===== config.mk =====
export PLATFORM = sky130hd
export DESIGN_NAME = mem_port_arbiter_flat
export DESIGN_NICKNAME = d
export VERILOG_FILES = /design/src/rtl/riscv_mem_pkg.sv /design/src/rtl/mem_port_arbiter_if.sv /design/src/rtl/mem_port_arbiter.sv /design/src/flat_wrapper.sv
export SDC_FILE = /design/constraint.sdc
export NUM_CORES = 1
export LEC_CHECK = 0
export BUFFER_PORTS_ARGS = -buffer_cell sky130_fd_sc_hd__buf_4
export CAP_MARGIN = 0
export CORE_AREA = 2 2 104 106
export DETAILED_ROUTE_END_ITERATION = 7
export DIE_AREA = 0 0 106 108
export PLACE_DENSITY = 0.55
export SETUP_SLACK_MARGIN = 0.15
export SLEW_MARGIN = 20
export SYNTH_ARGS = -nofsm -noshare
export SYNTH_HDL_FRONTEND = slang
export SYNTH_SLANG_ARGS = --single-unit

===== constraint.sdc =====
create_clock -name clk -period 4.9 [get_ports clk]
set_clock_uncertainty 0.2 [all_clocks]
set_input_delay 0.49 -clock clk [delete_from_list [all_inputs] [get_ports clk]]
set_output_delay 0.49 -clock clk [all_outputs]
set_load 0.01 [all_outputs]

===== src/rtl/riscv_mem_pkg.sv =====
// Shared types and default sizing for the fetch/data memory port arbiter.
package riscv_mem_pkg;

  localparam int unsigned DEFAULT_ADDR_W      = 32;
  localparam int unsigned DEFAULT_DATA_W      = 32;
  localparam int unsigned DEFAULT_MAX_D_BURST = 4;

  // Which requester the read data returning next cycle belongs to.
  typedef enum logic [1:0] {
    OWN_NONE = 2'd0,
    OWN_IF   = 2'd1,
    OWN_D    = 2'd2
  } owner_e;

endpackage


===== src/rtl/mem_port_arbiter_if.sv =====
// Fetch, data and memory-side signals of the shared single-port memory.
interface mem_port_arbiter_if
  import riscv_mem_pkg::*;
#(
  parameter int unsigned ADDR_W = DEFAULT_ADDR_W,
  parameter int unsigned DATA_W = DEFAULT_DATA_W
);

  logic              if_req;
  logic [ADDR_W-1:0] if_addr;
  logic              if_gnt;
  logic              if_rvalid;
  logic [DATA_W-1:0] if_rdata;

  logic              d_req;
  logic              d_we;
  logic [ADDR_W-1:0] d_addr;
  logic [DATA_W-1:0] d_wdata;
  logic              d_gnt;
  logic              d_rvalid;
  logic [DATA_W-1:0] d_rdata;

  logic              mem_en;
  logic              mem_we;
  logic [ADDR_W-1:0] mem_addr;
  logic [DATA_W-1:0] mem_wdata;
  logic [DATA_W-1:0] mem_rdata;

  // Requesters and memory side.
  modport master (
    output if_req, if_addr, d_req, d_we, d_addr, d_wdata, mem_rdata,
    input  if_gnt, if_rvalid, if_rdata, d_gnt, d_rvalid, d_rdata,
    input  mem_en, mem_we, mem_addr, mem_wdata
  );

  // Arbiter side.
  modport slave (
    input  if_req, if_addr, d_req, d_we, d_addr, d_wdata, mem_rdata,
    output if_gnt, if_rvalid, if_rdata, d_gnt, d_rvalid, d_rdata,
    output mem_en, mem_we, mem_addr, mem_wdata
  );

endinterface


===== src/rtl/mem_port_arbiter.sv =====
// Data-priority arbiter for one memory port shared by fetch and data, with a
// starvation counter that forces a fetch grant after MAX_D_BURST data grants.
module mem_port_arbiter
  import riscv_mem_pkg::*;
#(
  parameter int unsigned ADDR_W      = DEFAULT_ADDR_W,
  parameter int unsigned DATA_W      = DEFAULT_DATA_W,
  parameter int unsigned MAX_D_BURST = DEFAULT_MAX_D_BURST
) (
  input logic              clk,
  input logic              rst,
  mem_port_arbiter_if.slave bus
);

  // One spare count of headroom keeps the width >= 1 even for MAX_D_BURST = 0.
  localparam int unsigned CntW = $clog2(MAX_D_BURST + 2);

  logic [CntW-1:0] starve_cnt_q, starve_cnt_d;
  owner_e          owner_q, owner_d;
  logic            fetch_forced;
  logic            if_gnt, d_gnt;

  always_comb begin
    fetch_forced = bus.if_req && (starve_cnt_q == CntW'(MAX_D_BURST));
    if_gnt       = !rst && bus.if_req && (fetch_forced || !bus.d_req);
    d_gnt        = !rst && bus.d_req && !if_gnt;

    bus.if_gnt = if_gnt;
    bus.d_gnt  = d_gnt;
    bus.mem_en = if_gnt || d_gnt;
    bus.mem_we = d_gnt && bus.d_we;

    bus.mem_addr  = {ADDR_W{1'b0}};
    bus.mem_wdata = {DATA_W{1'b0}};
    if (if_gnt) begin
      bus.mem_addr = bus.if_addr;
    end else if (d_gnt) begin
      bus.mem_addr  = bus.d_addr;
      bus.mem_wdata = bus.d_wdata;
    end

    starve_cnt_d = starve_cnt_q;
    if (if_gnt || !bus.if_req) begin
      starve_cnt_d = '0;
    end else if (d_gnt && (starve_cnt_q != CntW'(MAX_D_BURST))) begin
      starve_cnt_d = starve_cnt_q + CntW'(1);
    end

    owner_d = OWN_NONE;
    if (if_gnt) begin
      owner_d = OWN_IF;
    end else if (d_gnt && !bus.d_we) begin
      owner_d = OWN_D;
    end

    bus.if_rvalid = (owner_q == OWN_IF);
    bus.d_rvalid  = (owner_q == OWN_D);
    bus.if_rdata  = bus.if_rvalid ? bus.mem_rdata : {DATA_W{1'b0}};
    bus.d_rdata   = bus.d_rvalid  ? bus.mem_rdata : {DATA_W{1'b0}};
  end

  // Async clear of owner_q also drops any read response still in flight.
  always_ff @(posedge clk or posedge rst) begin
    if (rst) begin
      starve_cnt_q <= '0;
      owner_q      <= OWN_NONE;
    end else begin
      starve_cnt_q <= starve_cnt_d;
      owner_q      <= owner_d;
    end
  end

endmodule

===== src/flat_wrapper.sv =====
// flat-port wrapper written by rule: the top's interface ports become plain ports
module mem_port_arbiter_flat import riscv_mem_pkg::*;
#(
  parameter int unsigned ADDR_W      = DEFAULT_ADDR_W,
  parameter int unsigned DATA_W      = DEFAULT_DATA_W,
  parameter int unsigned MAX_D_BURST = DEFAULT_MAX_D_BURST
)
  (clk, rst, bus_if_req, bus_if_addr, bus_d_req, bus_d_we, bus_d_addr, bus_d_wdata, bus_mem_rdata, bus_if_gnt, bus_if_rvalid, bus_if_rdata, bus_d_gnt, bus_d_rvalid, bus_d_rdata, bus_mem_en, bus_mem_we, bus_mem_addr, bus_mem_wdata);
  mem_port_arbiter_if #(.ADDR_W(ADDR_W), .DATA_W(DATA_W)) bus_i ();
  input logic clk;
  input logic rst;
  input wire logic [$bits(bus_i.if_req)-1:0] bus_if_req;
  input wire logic [$bits(bus_i.if_addr)-1:0] bus_if_addr;
  input wire logic [$bits(bus_i.d_req)-1:0] bus_d_req;
  input wire logic [$bits(bus_i.d_we)-1:0] bus_d_we;
  input wire logic [$bits(bus_i.d_addr)-1:0] bus_d_addr;
  input wire logic [$bits(bus_i.d_wdata)-1:0] bus_d_wdata;
  input wire logic [$bits(bus_i.mem_rdata)-1:0] bus_mem_rdata;
  output wire logic [$bits(bus_i.if_gnt)-1:0] bus_if_gnt;
  output wire logic [$bits(bus_i.if_rvalid)-1:0] bus_if_rvalid;
  output wire logic [$bits(bus_i.if_rdata)-1:0] bus_if_rdata;
  output wire logic [$bits(bus_i.d_gnt)-1:0] bus_d_gnt;
  output wire logic [$bits(bus_i.d_rvalid)-1:0] bus_d_rvalid;
  output wire logic [$bits(bus_i.d_rdata)-1:0] bus_d_rdata;
  output wire logic [$bits(bus_i.mem_en)-1:0] bus_mem_en;
  output wire logic [$bits(bus_i.mem_we)-1:0] bus_mem_we;
  output wire logic [$bits(bus_i.mem_addr)-1:0] bus_mem_addr;
  output wire logic [$bits(bus_i.mem_wdata)-1:0] bus_mem_wdata;
  assign bus_i.if_req = bus_if_req;
  assign bus_i.if_addr = bus_if_addr;
  assign bus_i.d_req = bus_d_req;
  assign bus_i.d_we = bus_d_we;
  assign bus_i.d_addr = bus_d_addr;
  assign bus_i.d_wdata = bus_d_wdata;
  assign bus_i.mem_rdata = bus_mem_rdata;
  assign bus_if_gnt = bus_i.if_gnt;
  assign bus_if_rvalid = bus_i.if_rvalid;
  assign bus_if_rdata = bus_i.if_rdata;
  assign bus_d_gnt = bus_i.d_gnt;
  assign bus_d_rvalid = bus_i.d_rvalid;
  assign bus_d_rdata = bus_i.d_rdata;
  assign bus_mem_en = bus_i.mem_en;
  assign bus_mem_we = bus_i.mem_we;
  assign bus_mem_addr = bus_i.mem_addr;
  assign bus_mem_wdata = bus_i.mem_wdata;
  mem_port_arbiter #(.ADDR_W(ADDR_W), .DATA_W(DATA_W), .MAX_D_BURST(MAX_D_BURST)) u_core (.clk(clk), .rst(rst), .bus(bus_i));
endmodule

==> results by group <==
Critical path
  – Worst Path Required: 4.21 ns
  – Crit. End Element: output port
  – RR Startpoint: u_core.starve_cnt_q[0]$_DFFE_PP0P_
  – CP Launch Type: flip-flop
  – Reg2Reg Depth: 5
  – Setup CP Type: flip-flop to output port
  – CP max-delay cell: and2_4
  – CP max FO: 34
  – RR Endpoint: u_core.owner_q[1]$_DFF_PP0_
  – Crit-path max cell delay: 0.46 ns
  – CP Data Arrival Time: 2.22 ns
  – R2r setup slk: 2.79 ns
  – CP Cell Sequence: inv_1, ha_1, nand3_2, and2_4, a22o_1, buf_4

Routing
  – DR WL/cell: 14.7 um
  – 1st-pass router iterations: 4
  – WL final: 8340 um
  – Final antenna-violating net count: 0
  – Via count: 2,300
  – Residual DRC count: 0
  – DR vias/cell: 4.05
  – DRT iter0 DRCs: 81

Synthesis
  – Adder-cell share of the synthesized area: 0.0188
  – Post-synthesis mux area share: 0
  – Cell variety after synth: 22
  – Top cells by area, synth: and2_1 30%, a22o_1 21%, and3_1 16%
  – Synth Area in Compound Gates: 0.240
  – Net Count, Synth: 314
  – Simple logic cell fraction of the synthesized area: 0.540
  – Seq/Total Area, Yosys: 0.0942
  – Synth Cell Area: 0.00133 mm2
  – Post-Synth XOR/XNOR Area: 0
  – Largest family of logic cells by synthesized area: simple AND/OR/NAND/NOR gates
  – Register bit total from synthesis: 5
  – Ys Warns: 0
  – Synth top area share: 0.301
  – Top cell type by total area after synthesis: and2_1
  – Syn Inst Count: 179
  – Avg Inst Size Synth: 7.42 um2

Clock tree
  – Inserted Clock Buffers: 3
  – Clock transition at path regs: 0.04 ns
  – Root buf cell: clkbuf_8
  – Htree depth: 1
  – Clock sinks: 5
  – Longest Clk Path Bufs: 2
  – Post-CTS Setup Inserts: 0
  – TritonCTS clock tree: yes
  – CTS resizes: 0
  – Clock latency on the worst-skew pair: 0.22 ns
  – Number of hold buffers added after CTS: 0

STA
  – Final Hold Viols: 0
  – Fin Setup TNS: 0 ns
  – Final number of setup-violating endpoints: 0
  – Unrepaired setup endpoints after global routing: false
  – Clock period minus worst slack: 2.91 ns
  – Final Max Slew Viols: 0
  – Tightest Pin Transition: 0.527 ns
  – Fmax: 343 MHz
  – Slew HR: 0.648
  – Fin crit share: 0.594

Final layout
  – Fin nets: 568
  – Layout cells sized above 1: 0.641
  – Most frequent cells in the layout: 269 x buf_4, 64 x and2_1, 33 x and3_1
  – Diodes inserted: 0
  – Fillers: 1,073
  – Area growth syn-to-layout: 158%
  – Commonest non-fill, non-tap cell in the layout: buf_4

Floorplanning
  – Core Footprint: 0.0102 mm2
  – Die area: 0.0114 mm2
  – FP Rows: 37
  – Initial Util: 0.130
  – Die Height: 108 um
  – Die span in x: 106 um
  – I/O pin cnt: 267

Pwr
  – Worst VDD drop: 50.1 uV
  – Tot Pwr: 351 uW
  – Leakage power: 2.02 nW
  – PD cells: 102 mW/mm2

Min path
  – Hold Crit Class: input pin to asynchronous set/reset pin

Placed design
  – RePlAce Congestion: 0.788
  – Number of port buffers: 266
  – Hpwl dp: 7200 um

Global routing
  – First-pass GRT wire length: 11,600 um
  – All-Layer GR Usage: 0.127
  – Number of global-route vias before repair: 2,208
  – Gr ovfl total: 0
  – Largest net degree at the start of global routing: 36
  – Initial antenna violation count: 1

Flow run
  – Max-Cap Viols: 0

Run status
  – Status: completed
-- cell usage after synthesis (all sizes together) --
cell and number:
nor3b 2, dfrtp 5, a22o 32, and3 33
nor2 2, ha 2, clkbuf 12, nor2b 4
o21ai 1, and2 65, inv 3, a21boi 4
buf 8, nand2 2, nand3 3, nand3b 1
-- worst max-delay path by stage --
stage                  endpoint                               start
4_1_cts        bus_mem_addr[26]  u_core.starve_cnt_q[0]$_DFFE_PP0P_
3_3_place_gp   bus_mem_addr[26]  u_core.starve_cnt_q[0]$_DFFE_PP0P_
3_5_place_dp   bus_mem_addr[26]  u_core.starve_cnt_q[0]$_DFFE_PP0P_
2_1_floorplan  bus_mem_addr[22]  u_core.starve_cnt_q[0]$_DFFE_PP0P_
6_report       bus_mem_addr[26]  u_core.starve_cnt_q[0]$_DFFE_PP0P_
5_1_grt        bus_mem_addr[26]  u_core.starve_cnt_q[0]$_DFFE_PP0P_
-- sequential cells by signal, summed over array words and instances, names as in the netlist --
signal               flops
u_core.owner_q           2
u_core.starve_cnt_q      3
-- metrics by stage --
step / utilization / std cells / instance area (um2) / setup WS [ns] / hold WS, ns
3_5_place_dp: 0.331 / 564 / 3390 / 2.25 / 0.285
2_1_floorplan: - / 179 / 1330 / 2.80 / 0.249
4_1_cts: 0.335 / 568 / 3430 / 1.99 / 0.0521
5_1_grt: 0.335 / 568 / 3430 / 1.77 / 0.0749
3_3_place_gp: 0.331 / 564 / 3390 / 2.26 / 0.286
6_report: 0.335 / 568 / 3430 / 1.99 / 0.0482
-- metal layers --
metal	part of all wire	wire (um)	vias up	GRT usage
li1	-	-	1130	-
met1	0.38	3170	990	0.143
met2	0.50	4150	168	0.237
met3	0.11	900	10	0.0374
met4	0.012	104	2	0.0273
met5	0.0016	13	-	0
-- logic make-up (layout without fill, tap and decap cells) --
| family | Yosys count | in the layout |
|---|---|---|
| AOI/OAI and AO/OA | 37 | 37 |
| and+or+nand+nor | 112 | 112 |
| DFF | 5 | 5 |
| adders and majority gates | 2 | 2 |
| buffers and inverters | 23 | 276 |
-- worst max-delay path: cells and delay by family (launching register included) --
kind	cells	cell delay, ns
buf+inv	2	0.24
compound gates	1	0.23
flops	1	0.40
fa+ha+maj	1	0.23
simple gates	2	0.87
-- final cells by class --
type                    count  area, um2  area share
clock buffers               4       45.0      0.0131
flip-flops and latches      5        125      0.0365
repair buffers            269       2020       0.588
well taps                 136        170      0.0496
inverters                   3       11.3     0.00328
multi-input cells         151       1060       0.309
-- power breakdown --
part	internal, mW	switching (mW)
logic	0.143	0.0878
registers	0.0428	0.000877
clock network	0.0559	0.0208
total	0.242	0.109
(Power assumes the default switching activity.)
